File: src/rtl/pe_pkg.sv
// pe_pkg: shared types and arithmetic helpers for the systolic MAC processing element.
//
// Contents:
//   pe_state_e : accumulator state machine encoding (PE_IDLE, PE_ACCUM)
//   wide_t     : MAX_W+1 bit working width for the accumulator add
//   add_res_t  : sum plus overflow flag returned by sat_add
//   extend()   : sign/zero extension of a width-limited value into wide_t
//   sat_add()  : add with overflow detection and optional clamping
//
// The helpers take the operand width and signedness as arguments so one
// package serves every parameterisation of the PE. Callers pass elaboration
// constants, so the loops below unroll into plain wiring and compare logic.
package pe_pkg;

    // Largest supported accumulator width (ACC_W <= MAX_W).
    localparam int MAX_W = 64;

    typedef logic [MAX_W:0] wide_t;

    typedef enum logic {
        PE_IDLE  = 1'b0,
        PE_ACCUM = 1'b1
    } pe_state_e;

    typedef struct packed {
        logic  ovf;
        wide_t sum;
    } add_res_t;

    // Extend the low 'width' bits of 'value' to the full working width.
    function automatic wide_t extend(input logic [MAX_W-1:0] value,
                                     input int               width,
                                     input bit               is_signed);
        wide_t r;
        logic  fill;
        fill = 1'b0;
        for (int i = 0; i < MAX_W; i++) begin
            if (i == width - 1) begin
                fill = is_signed & value[i];
            end
        end
        r = '0;
        for (int i = 0; i < MAX_W; i++) begin
            r[i] = (i < width) ? value[i] : fill;
        end
        r[MAX_W] = fill;
        return r;
    endfunction

    // Add two already-extended operands. Both fit in acc_w bits, so the true
    // sum always fits the MAX_W+1 bit working width and its top bit is the
    // true sign. Overflow means the sum leaves the acc_w-bit range; with
    // saturate set the low acc_w bits are replaced by the violated limit.
    function automatic add_res_t sat_add(input wide_t a,
                                         input wide_t b,
                                         input int    acc_w,
                                         input bit    is_signed,
                                         input bit    saturate);
        add_res_t res;
        wide_t    s;
        s       = a + b;
        res.ovf = 1'b0;
        for (int i = 0; i <= MAX_W; i++) begin
            if (is_signed) begin
                // Every bit from the acc_w sign position up must match the true sign.
                if (i >= acc_w - 1 && s[i] != s[MAX_W]) begin
                    res.ovf = 1'b1;
                end
            end else if (i >= acc_w && s[i]) begin
                res.ovf = 1'b1;
            end
        end
        res.sum = s;
        if (res.ovf && saturate) begin
            for (int i = 0; i <= MAX_W; i++) begin
                if (!is_signed) begin
                    res.sum[i] = (i < acc_w);
                end else if (i < acc_w - 1) begin
                    res.sum[i] = ~s[MAX_W];
                end else begin
                    res.sum[i] = s[MAX_W];
                end
            end
        end
        return res;
    endfunction

endpackage

File: src/rtl/pe_mul_stage.sv
// pe_mul_stage: first pipeline stage of the systolic MAC PE.
//
// Registers the activation*weight product together with its valid/last
// qualifiers, and registers the operand forward path to the east/south
// neighbours. Everything here has a latency of one clock.
//
// Ports:
//   clock, reset        : clock, synchronous active-high reset
//   valid, last         : operand pair qualifiers (last only counts with valid)
//   activation, weight  : BW-bit operands
//   prod                : registered 2*BW-bit product
//   prod_valid          : registered valid
//   prod_last           : registered valid & last
//   fwd_activation/...  : registered operand copies and framing for neighbours
module pe_mul_stage #(
    parameter int BW     = 8,
    parameter int SIGNED = 0
) (
    input  logic            clock,
    input  logic            reset,
    input  logic            valid,
    input  logic            last,
    input  logic [BW-1:0]   activation,
    input  logic [BW-1:0]   weight,
    output logic [2*BW-1:0] prod,
    output logic            prod_valid,
    output logic            prod_last,
    output logic [BW-1:0]   fwd_activation,
    output logic [BW-1:0]   fwd_weight,
    output logic            fwd_valid,
    output logic            fwd_last
);

    // Operands are extended to 2*BW before the multiply; the low 2*BW bits of
    // the product are then correct for both signed and unsigned operands.
    logic            act_fill;
    logic            wgt_fill;
    logic [2*BW-1:0] act_ext;
    logic [2*BW-1:0] wgt_ext;
    logic [2*BW-1:0] prod_c;

    assign act_fill = (SIGNED != 0) & activation[BW-1];
    assign wgt_fill = (SIGNED != 0) & weight[BW-1];
    assign act_ext  = {{BW{act_fill}}, activation};
    assign wgt_ext  = {{BW{wgt_fill}}, weight};
    assign prod_c   = act_ext * wgt_ext;

    always_ff @(posedge clock) begin
        if (reset) begin
            prod           <= '0;
            prod_valid     <= 1'b0;
            prod_last      <= 1'b0;
            fwd_activation <= '0;
            fwd_weight     <= '0;
            fwd_valid      <= 1'b0;
            fwd_last       <= 1'b0;
        end else begin
            prod           <= prod_c;
            prod_valid     <= valid;
            prod_last      <= valid & last;
            fwd_activation <= activation;
            fwd_weight     <= weight;
            fwd_valid      <= valid;
            fwd_last       <= valid & last;
        end
    end

endmodule

File: src/rtl/pe_systolic_mac.sv
// pe_systolic_mac: multiply-accumulate processing element for a 2-D systolic array.
//
// Each valid operand pair is multiplied (stage 1, pe_mul_stage) and added into
// a running dot product (stage 2, this module). A term flagged last closes the
// dot product: the total is emitted as a one-cycle o_result_valid pulse and the
// accumulator restarts from zero for the next term. Operands and framing are
// forwarded to the neighbours one cycle later, independent of accumulation.
//
// Parameters: BW (operand width), ACC_W (accumulator width, >= 2*BW, <= 64),
//             SIGNED (two's-complement operands), SATURATE (clamp vs wrap).
//
// Ports:
//   i_clock, i_reset           : clock, synchronous active-high reset
//   i_valid, i_last            : operand pair valid, final term of dot product
//   i_activation, i_weight     : operands
//   o_activation, o_weight     : operands delayed by one cycle
//   o_valid, o_last            : i_valid and i_valid&i_last delayed by one cycle
//   o_result, o_result_valid   : completed dot product and its one-cycle strobe
//   o_overflow                 : some add in that dot product clamped/wrapped
//
// Handshake: there is no backpressure. A pair is consumed in every cycle that
// i_valid is high; i_last is ignored unless i_valid is also high.
module pe_systolic_mac
    import pe_pkg::*;
#(
    parameter int BW       = 8,
    parameter int ACC_W    = 32,
    parameter int SIGNED   = 0,
    parameter int SATURATE = 1
) (
    input  logic             i_clock,
    input  logic             i_reset,
    input  logic             i_valid,
    input  logic             i_last,
    input  logic [BW-1:0]    i_activation,
    input  logic [BW-1:0]    i_weight,
    output logic [BW-1:0]    o_activation,
    output logic [BW-1:0]    o_weight,
    output logic             o_valid,
    output logic             o_last,
    output logic [ACC_W-1:0] o_result,
    output logic             o_result_valid,
    output logic             o_overflow
);

    logic [2*BW-1:0] prod;
    logic            v1;
    logic            l1;

    pe_mul_stage #(
        .BW     (BW),
        .SIGNED (SIGNED)
    ) u_mul (
        .clock          (i_clock),
        .reset          (i_reset),
        .valid          (i_valid),
        .last           (i_last),
        .activation     (i_activation),
        .weight         (i_weight),
        .prod           (prod),
        .prod_valid     (v1),
        .prod_last      (l1),
        .fwd_activation (o_activation),
        .fwd_weight     (o_weight),
        .fwd_valid      (o_valid),
        .fwd_last       (o_last)
    );

    pe_state_e        state;
    pe_state_e        state_next;
    logic [ACC_W-1:0] acc;
    logic [ACC_W-1:0] acc_next;
    logic             sticky;
    logic             sticky_next;
    logic [ACC_W-1:0] result_next;
    logic             result_valid_next;
    logic             overflow_next;

    logic [MAX_W-1:0] prod_pad;
    logic [MAX_W-1:0] acc_pad;
    wide_t            prod_ext;
    wide_t            base;
    add_res_t         add_out;
    logic             unused_sum_bits;

    always_comb begin
        prod_pad              = '0;
        prod_pad[2*BW-1:0]    = prod;
        acc_pad               = '0;
        acc_pad[ACC_W-1:0]    = acc;
    end

    // In IDLE there is no partial sum, so the first term is added to zero.
    assign prod_ext = extend(prod_pad, 2 * BW, SIGNED != 0);
    assign base     = (state == PE_ACCUM) ? extend(acc_pad, ACC_W, SIGNED != 0) : '0;
    assign add_out  = sat_add(base, prod_ext, ACC_W, SIGNED != 0, SATURATE != 0);

    // Only the low ACC_W bits of the working sum are stored.
    assign unused_sum_bits = ^add_out.sum[MAX_W:ACC_W];

    always_comb begin
        state_next        = state;
        acc_next          = acc;
        sticky_next       = sticky;
        result_next       = o_result;
        result_valid_next = 1'b0;
        overflow_next     = o_overflow;
        if (v1) begin
            if (l1) begin
                // Closing term: emit the total and restart from an empty sum.
                result_next       = add_out.sum[ACC_W-1:0];
                result_valid_next = 1'b1;
                overflow_next     = sticky | add_out.ovf;
                acc_next          = '0;
                sticky_next       = 1'b0;
                state_next        = PE_IDLE;
            end else begin
                acc_next    = add_out.sum[ACC_W-1:0];
                sticky_next = sticky | add_out.ovf;
                state_next  = PE_ACCUM;
            end
        end
    end

    always_ff @(posedge i_clock) begin
        if (i_reset) begin
            state          <= PE_IDLE;
            acc            <= '0;
            sticky         <= 1'b0;
            o_result       <= '0;
            o_result_valid <= 1'b0;
            o_overflow     <= 1'b0;
        end else begin
            state          <= state_next;
            acc            <= acc_next;
            sticky         <= sticky_next;
            o_result       <= result_next;
            o_result_valid <= result_valid_next;
            o_overflow     <= overflow_next;
        end
    end

endmodule

File: config.mk
export PLATFORM = sky130hd
export DESIGN_NAME = pe_systolic_mac
export DESIGN_NICKNAME = d
export VERILOG_FILES = /design/src/rtl/pe_pkg.sv /design/src/rtl/pe_mul_stage.sv /design/src/rtl/pe_systolic_mac.sv
export SDC_FILE = /design/constraint.sdc
export NUM_CORES = 1
export LEC_CHECK = 0
export CORE_MARGIN = 1
export CORE_UTILIZATION = 35
export CTS_BUF_LIST = sky130_fd_sc_hd__clkbuf_16
export CTS_CLUSTER_SIZE = 24
export DETAILED_ROUTE_END_ITERATION = 8
export SLEW_MARGIN = 20
export SYNTH_ARGS = -nofsm -noshare
export SYNTH_HDL_FRONTEND = slang
export SYNTH_SLANG_ARGS = --single-unit
File: constraint.sdc
create_clock -name i_clock -period 7.55 [get_ports i_clock]
set_input_delay 1.1325 -clock i_clock [delete_from_list [all_inputs] [get_ports i_clock]]
set_output_delay 1.1325 -clock i_clock [all_outputs]
set_load 0.005 [all_outputs]
# == After elaboration in Yosys (flattened, before gate mapping) ==
# Cells that the tools add are included.
# totals
register_bits,102
inputBits,20
out_inout_bits,52
word_cells,57
# op_classes
mux,39
n_mul,1
bitwise_logic,3
addsub,1
n_reduce_logical,2
# op_table
cell,count
two-way mux 32 bit,3
two-way mux 1 bit,36
adder 32 x 16 -> 33 bit,1
multiplier 8 x 8 -> 16 bit,1
AND reduction 2 bit,1
OR reduction 2 bit,1
bitwise AND 1 bit,1
NOT 1 bit,1
OR 1 bit,1

# == Longest topological paths before layout ==
# Gate-level depths: netlist of the first run.
# logic_depth
word_depth,37
ltp_mapped,16
depth_no_buf,16

# == Cells and area by module ==
# A second synthesis of the first run with hierarchy kept.
# unflattened
cells_unflattened,821
hier_area_um2,7036.7
# modules_own_cells
module,cells_each,seq_area_each_um2,n_inst,area_per_inst_um2
pe_systolic_mac,501,1361.3,1,4026.4
pe_mul_stage,320,680.7,1,3010.4

# == Worst setup path before layout of the first run ==
# OpenSTA, ideal clock, no wires.
# synth_timing
path_type,in2reg
start,input i_activation[1]
end,register u_mul.prod[13]
setup_slack_ps,2669
setup_ps,136
stages,14
arrival_ps,4745
n_path_buf,0
required_time_ps,7414
path_cell_list,and2_1 -> fa_1 -> fa_1 -> inv_1 -> fa_1 -> fa_1 -> inv_1 -> ha_1 -> o21a_1 -> o21ai_0 -> a211oi_1 -> a21o_1 -> a2111oi_0 -> a211oi_1
# synth_between
elab_chain_cells,1
# synth_rtl
element,line,rtl
from (decl),pe_systolic_mac.sv:35,"input logic [BW-1:0] i_activation,"
multiplier 8 x 8 -> 16 bit,pe_mul_stage.sv:46,assign prod_c = act_ext * wgt_ext;
to (signal assigned),pe_mul_stage.sv:58,prod <= prod_c;
to (decl),pe_mul_stage.sv:25,"output logic [2*BW-1:0] prod,"
# No other way between the ends.
# A chain may end at the register's enable or synchronous reset.

# == Worst setup path in the final report of the first run ==
# Same ends and word-level chain as after synthesis.

==> results of run 1 <==
-- routing by layer --
| metal | vias to the layer above | part of all wire (%) |
|---|---|---|
| met1 | 2684 | 48 |
| met5 | - | 0 |
| li1 | 2905 | - |
| met2 | 107 | 47 |
| met4 | 0 | 1.7 |
| met3 | 17 | 4.2 |
-- flip-flops by register name, indices dropped and copies added (netlist names) --
name                  flops
acc                      32
state                     1
u_mul.prod_last           1
u_mul.prod               16
o_result                 32
sticky                    1
u_mul.prod_valid          1
o_result_valid            1
o_overflow                1
u_mul.fwd_activation      8
u_mul.fwd_weight          8
-- cells in the final DEF (no fill, tap or decap), types with 3 or more instances in the layout --
cell,count
a2111oi_0,3
a211oi_1,5
a21o_1,9
a21oi_1,40
a221o_1,5
a22o_1,4
a22oi_1,3
a31oi_1,5
and2_1,70
and3_1,6
buf_4,5
clkbuf_16,9
clkdlybuf4s50_1,70
clkinv_4,3
dfxtp_1,101
fa_1,37
ha_1,52
inv_1,60
mux2i_1,7
nand2_1,108
nand2b_1,19
nand3_1,15
nand4_1,9
nor2_1,47
nor2b_1,27
nor3_1,13
nor4_1,3
o211ai_1,4
o21ai_0,55
o21ai_1,6
o21bai_1,4
o22ai_1,4
o2bb2ai_1,3
or3_1,3
xnor2_1,16
xor2_1,13
-- worst max-delay path by stage --
stage | start | end | cells after the start
CTS | i_activation[1] | u_mul.prod[13] | 15
global placement | i_activation[1] | u_mul.prod[13] | 15
detailed placement | i_activation[1] | u_mul.prod[13] | 15
floorplan | i_activation[1] | u_mul.prod[13] | 14
finish | i_activation[1] | u_mul.prod[13] | 15
global route | i_weight[7] | u_mul.prod[12] | 15
-- power groups by stage --
stage | sequential [mW] | combinational, mW | clock [mW]
floorplan | 0.601 | 0.445 | 0
global placement | 0.604 | 0.576 | 0
detailed placement | 0.604 | 0.581 | 0
CTS | 0.592 | 0.587 | 0.474
global route | 0.596 | 0.672 | 0.492
finish | 0.592 | 0.580 | 0.454
-- final cells by class --
type	count	area, um^2
Sequential cell	102	2040
Inverter	60	225
Clock inverter	6	56.3
Tap cell	265	332
Fill cell	2072	11300
Clock buffer	9	225
Multi-Input combinational cell	630	4520
Timing Repair Buffer	76	743
-- logic make-up after synthesis --
family | share of synthesized area, %
DFF | 29.5
xor gates and xnor gates | 3.67
muxes | 1.01
and+or+nand+nor | 24.0
AOI/OAI and AO/OA | 16.4
adders and majority gates | 20.1
buffers and inverters | 5.33
-- metrics by stage --
step                      instances  cell area (um^2)  total power, mW  setup WS [ns]  utilization, %
after floorplan                 825              6930             1.05           2.67               -
after global routing           1148              8150             1.76           1.93            42.0
final                          1148              8150             1.63           2.10            42.0
after global placement         1133              7860             1.18           1.83            40.5
after CTS                      1148              8150             1.65           2.15            42.0
after detailed placement       1133              7860             1.19           1.77            40.5
-- worst reg2reg max path, cell delays in order (launching register included) --
cell and delay (ns):
dfxtp_2 0.31, buf_4 0.39, and2_1 0.21, ha_1 0.20, inv_1 0.07, fa_1 0.38
nand2b_1 0.19, a21oi_2 0.30, o211ai_2 0.21, a2111oi_4 0.69, buf_4 0.43, nand2b_1 0.19
a21oi_1 0.07, nor2_1 0.10
==> impl_metrics.json, run 1 <==
{
  "outcome": "finished with violations",
  "violations": "DRC",
  "routed_wl_um": 16100,
  "layout-drive-gt1-share_pct": 3.96,
  "slowest_stage": "fa_1",
  "max_freq_mhz": 183,
  "drt_first_pass_iters": 6,
  "grt_overflow_total": 0,
  "synth_nets": 934,
  "met2_usage_pct": 29.6,
  "final_antenna_net_count": 0,
  "die_area_um2": 20400,
  "swShare_pct": 35.2,
  "p_seq_share_pct": 36.4,
  "drt_iter0_markers": 264,
  "path_max_fanout": 9,
  "cts_resized": 0,
  "synth_cell_types": 65,
  "hp-start": "o_result[6]",
  "min_path_type": "flop to flop",
  "grtUsageTotal_pct": 17.4,
  "cts.path.max_buffers": 2,
  "antenna_found_initial": 0,
  "power.switching_mw": 0.573,
  "worst_setup_path_start_kind": "primary input",
  "p_leak_nw": 3.42,
  "core_area_um2": 19400,
  "slowest_delay_ns": 0.55,
  "internal_power_mw": 1.05,
  "power_frac_comb_pct": 35.7,
  "grt_pass1_wl_um": 28000,
  "die_y_um": 143,
  "r2r_start": "state",
  "rsz0062_at_grt": "false",
  "synth_area_um2": 6930,
  "io_pins": 72,
  "slew_headroom_pct": 53.3,
  "yosys.area.top_type_share_pct": 29.5,
  "setup_violations": 0,
  "clock_latency_ns": 0.36,
  "busiest_layer": "met2",
  "clkTransAtPathRegs_ns": 0.07,
  "required_ns": 7.78,
  "max-vdd-ir-drop_uv": 121,
  "endpoint_kind": "flop",
  "syn_to_final_growth_pct": 17.6,
  "path_cells": "clkdlybuf4s50_1, and2_1, fa_1, fa_1, inv_1, fa_1, fa_1, inv_1, ha_1, o21a_1, o21ai_0, a211oi_1, a21o_1, a2111oi_0, a211oi_1",
  "reg2reg_slack_ns": 3.74,
  "synth_edf_count": 0,
  "synthTopCellsByCount": "nand2_1 (108), dfxtp_1 (102), and2_1 (70)",
  "die_w_um": 143,
  "synthFlopType": "dfxtp_1",
  "synth_top_cell_by_area": "dfxtp_1",
  "rr_worst_depth": 13,
  "grt_use_met1_pct": 21.8,
  "hold_path_depth": 2,
  "power.density_nw_per_um2": 200,
  "via_per_inst": 4.98,
  "start_util_pct": 35.7,
  "finalCritPeriodShare_pct": 72.2,
  "syn_area_per_cell_um2": 8.39,
  "hpwl_um": 12100,
  "grt_pass1_vias": 5776,
  "synthTopCellsByArea": "dfxtp_1 (29%), fa_1 (11%), ha_1 (9.4%)",
  "critical-path-top-delay-family": "adder cells",
  "cts_setup_buffers": 0,
  "clock-sinks": 102,
  "grt_max_degree": 52,
  "cts_tree": "built",
  "r2r_end": "acc[1]",
  "maxCapViolCount": 0,
  "gp_congestion": 0.884,
  "report.final.hold_viol_count": 0,
  "ys_seq_area_share_pct": 29.5,
  "crit_arrival_ns": 5.68,
  "period_minus_slack_ns": 5.45,
  "synth_cells": 825,
  "ys_ff_latch": 102,
  "cts_buffers": 9,
  "io_buffer_count": 71,
  "num_vias": 5713,
  "yosysMostFrequentCell": "nand2_1",
  "tightest_slew_ns": 0.700,
  "drt-wirelength-per-cell_um": 14.0,
  "async_reset_ff_share_pct": 0,
  "h-tree-depth": 3,
  "clock_skew_ns": 0.0104,
  "drc": 2,
  "critical_path_buf_inv_count": 3,
  "cts_hold_buf": 0,
  "ys_warn_count": 0,
  "slew_violations": 0,
  "hold_end": "o_result[6]",
  "antennaDiodeCount": 0,
  "num_rows": 51,
  "clock-root-buffer": "clkbuf_16",
  "use_met3_pct": 3.22,
  "hold-worst-slack_ns": 0.440,
  "clockPowerShare_pct": 27.9,
  "setup_tns_ns": 0,
  "worst_path_most_repeated_cell": "fa_1",
  "nNetsFinal": 988,
  "path_class": "primary input to flop"
}
No activity file was read; power rests on OpenSTA's default activity.
==> run 2, diff against run 1 <==
clock period = 5.7 ns   (was 7.55 ns; I/O delays follow)
==> impl_metrics.json, run 2 (synthesis results as in run 1) <==
{
  "cts_tree": "built",
  "clock_skew_ns": 0.00819,
  "slew_headroom_pct": 51.1,
  "core_area_um2": 19400,
  "num_vias": 5710,
  "worst_setup_path_start_kind": "primary input",
  "rsz0062_at_grt": "false",
  "cts_hold_buf": 0,
  "reg.largest.list": "acc (32), o_result (32), u_mul.prod (16)",
  "violations": "DRC",
  "final_antenna_net_count": 0,
  "setup_violations": 0,
  "grt_max_degree": 52,
  "cts_setup_buffers": 0,
  "p_leak_nw": 3.44,
  "antennaDiodeCount": 0,
  "clkTransAtPathRegs_ns": 0.07,
  "path_cells": "clkdlybuf4s50_1, and2_1, fa_1, fa_1, inv_1, fa_1, fa_1, inv_1, ha_1, o21a_1, o21ai_0, a211oi_1, a21o_1, a2111oi_0, a211oi_1",
  "die_y_um": 143,
  "period_minus_slack_ns": 5.16,
  "outcome": "finished with violations",
  "num_rows": 51,
  "clock_latency_ns": 0.35,
  "multiInputGateArea_um2": 4520,
  "drt_first_pass_iters": 7,
  "cts_resized": 0,
  "maxCapViolCount": 0,
  "path_max_fanout": 9,
  "power.density_nw_per_um2": 267,
  "mostFrequentLayoutCells": "nand2_1 (108), dfxtp_1 (102), and2_1 (70), clkdlybuf4s50_1 (70), inv_1 (61)",
  "slew_violations": 0,
  "path_class": "primary input to flop",
  "tightest_slew_ns": 0.733,
  "drt-wirelength-per-cell_um": 14.0,
  "grt_pass1_wl_um": 27500,
  "report.final.hold_viol_count": 0,
  "layout_commonest_cell": "nand2_1",
  "max_freq_mhz": 194,
  "io_buffer_count": 71,
  "finalPower_mw": 2.18,
  "syn_to_final_growth_pct": 18.0,
  "antenna_found_initial": 0,
  "cts.path.max_buffers": 2,
  "max-vdd-ir-drop_uv": 136,
  "clock-sinks": 102,
  "die_area_um2": 20400,
  "drt_iter0_markers": 337,
  "slowest_stage": "clkdlybuf4s50_1",
  "h-tree-depth": 3,
  "layout-drive-gt1-share_pct": 3.95,
  "grtUsageTotal_pct": 17.1,
  "endpoint_kind": "flop",
  "via_per_inst": 4.97,
  "cts_buffers": 9,
  "crit_arrival_ns": 5.39,
  "fill_cells": 2048,
  "worst_path_most_repeated_cell": "fa_1",
  "drc": 2,
  "setup_tns_ns": 0,
  "finalCritPeriodShare_pct": 90.6,
  "routed_wl_um": 16100,
  "io_pins": 72,
  "required_ns": 5.93,
  "grt_pass1_vias": 5564,
  "gp_congestion": 0.878,
  "start_util_pct": 35.7,
  "clock-root-buffer": "clkbuf_16",
  "hpwl_um": 12100,
  "slowest_delay_ns": 0.55,
  "nNetsFinal": 989,
  "seq_area_um2": 2040,
  "min_path_type": "flop to flop",
  "grt_overflow_total": 0,
  "die_w_um": 143
}
-- run 2: cell type report --
type / instances / area share, %
clock buffers: 9 / 2.76
clock inverters: 7 / 0.919
inverters: 60 / 2.76
multi-input cells: 630 / 55.3
flip-flops and latches: 102 / 25.0
well taps: 265 / 4.06
repair buffers: 77 / 9.19
-- run 2: through the flow --
step           hold WS [ns]  instance area [um^2]  util [%]  setup slack [ns]  std cells
2_1_floorplan         0.417                  6930         -              1.10        825
3_3_place_gp          0.429                  7870      40.6             0.214       1134
3_5_place_dp          0.431                  7870      40.6             0.161       1134
4_1_cts               0.441                  8170      42.1             0.535       1150
5_1_grt               0.463                  8170      42.1             0.326       1150
6_report              0.438                  8170      42.1             0.539       1150
-- run 2: worst paths after layout --
kind | start | to | slack (ns) | depth (start not counted)
min | o_overflow | o_overflow | 0.44 | 2
min reg2reg | o_overflow | o_overflow | 0.44 | 2
max | i_activation[1] | u_mul.prod[13] | 0.54 | 15
max reg2reg | state | acc[1] | 1.76 | 12
-- run 2: power breakdown --
part           internal, mW  leakage [nW]  switching [mW]  total [mW]
sequential            0.765         0.831          0.0215       0.787
combinational         0.326          2.46           0.439       0.765
clock                 0.343         0.149           0.286       0.629
total                  1.43          3.44           0.746        2.18
-- run 2: routing by layer --
metal	track usage, %	up-vias	wire length (um)
met3	2.45	18	535
met4	6.45	0	266
li1	-	2898	-
met1	22.7	2680	8000
met2	28.1	114	7320
met5	0	-	0
-- run 2: worst max-delay path, delay by kind of cell --
kind                       cells  cell delay, ns
adders and majority gates      5            2.35
and+or+nand+nor                1            0.25
buffers and inverters          3            0.64
AOI/OAI and AO/OA              6            1.27
==> run 3, diff against run 2 <==
CTS_CLUSTER_SIZE = 40   (was 24)
==> results of run 3 <==
Final layout, timing and power as in run 2 (identical DEF).
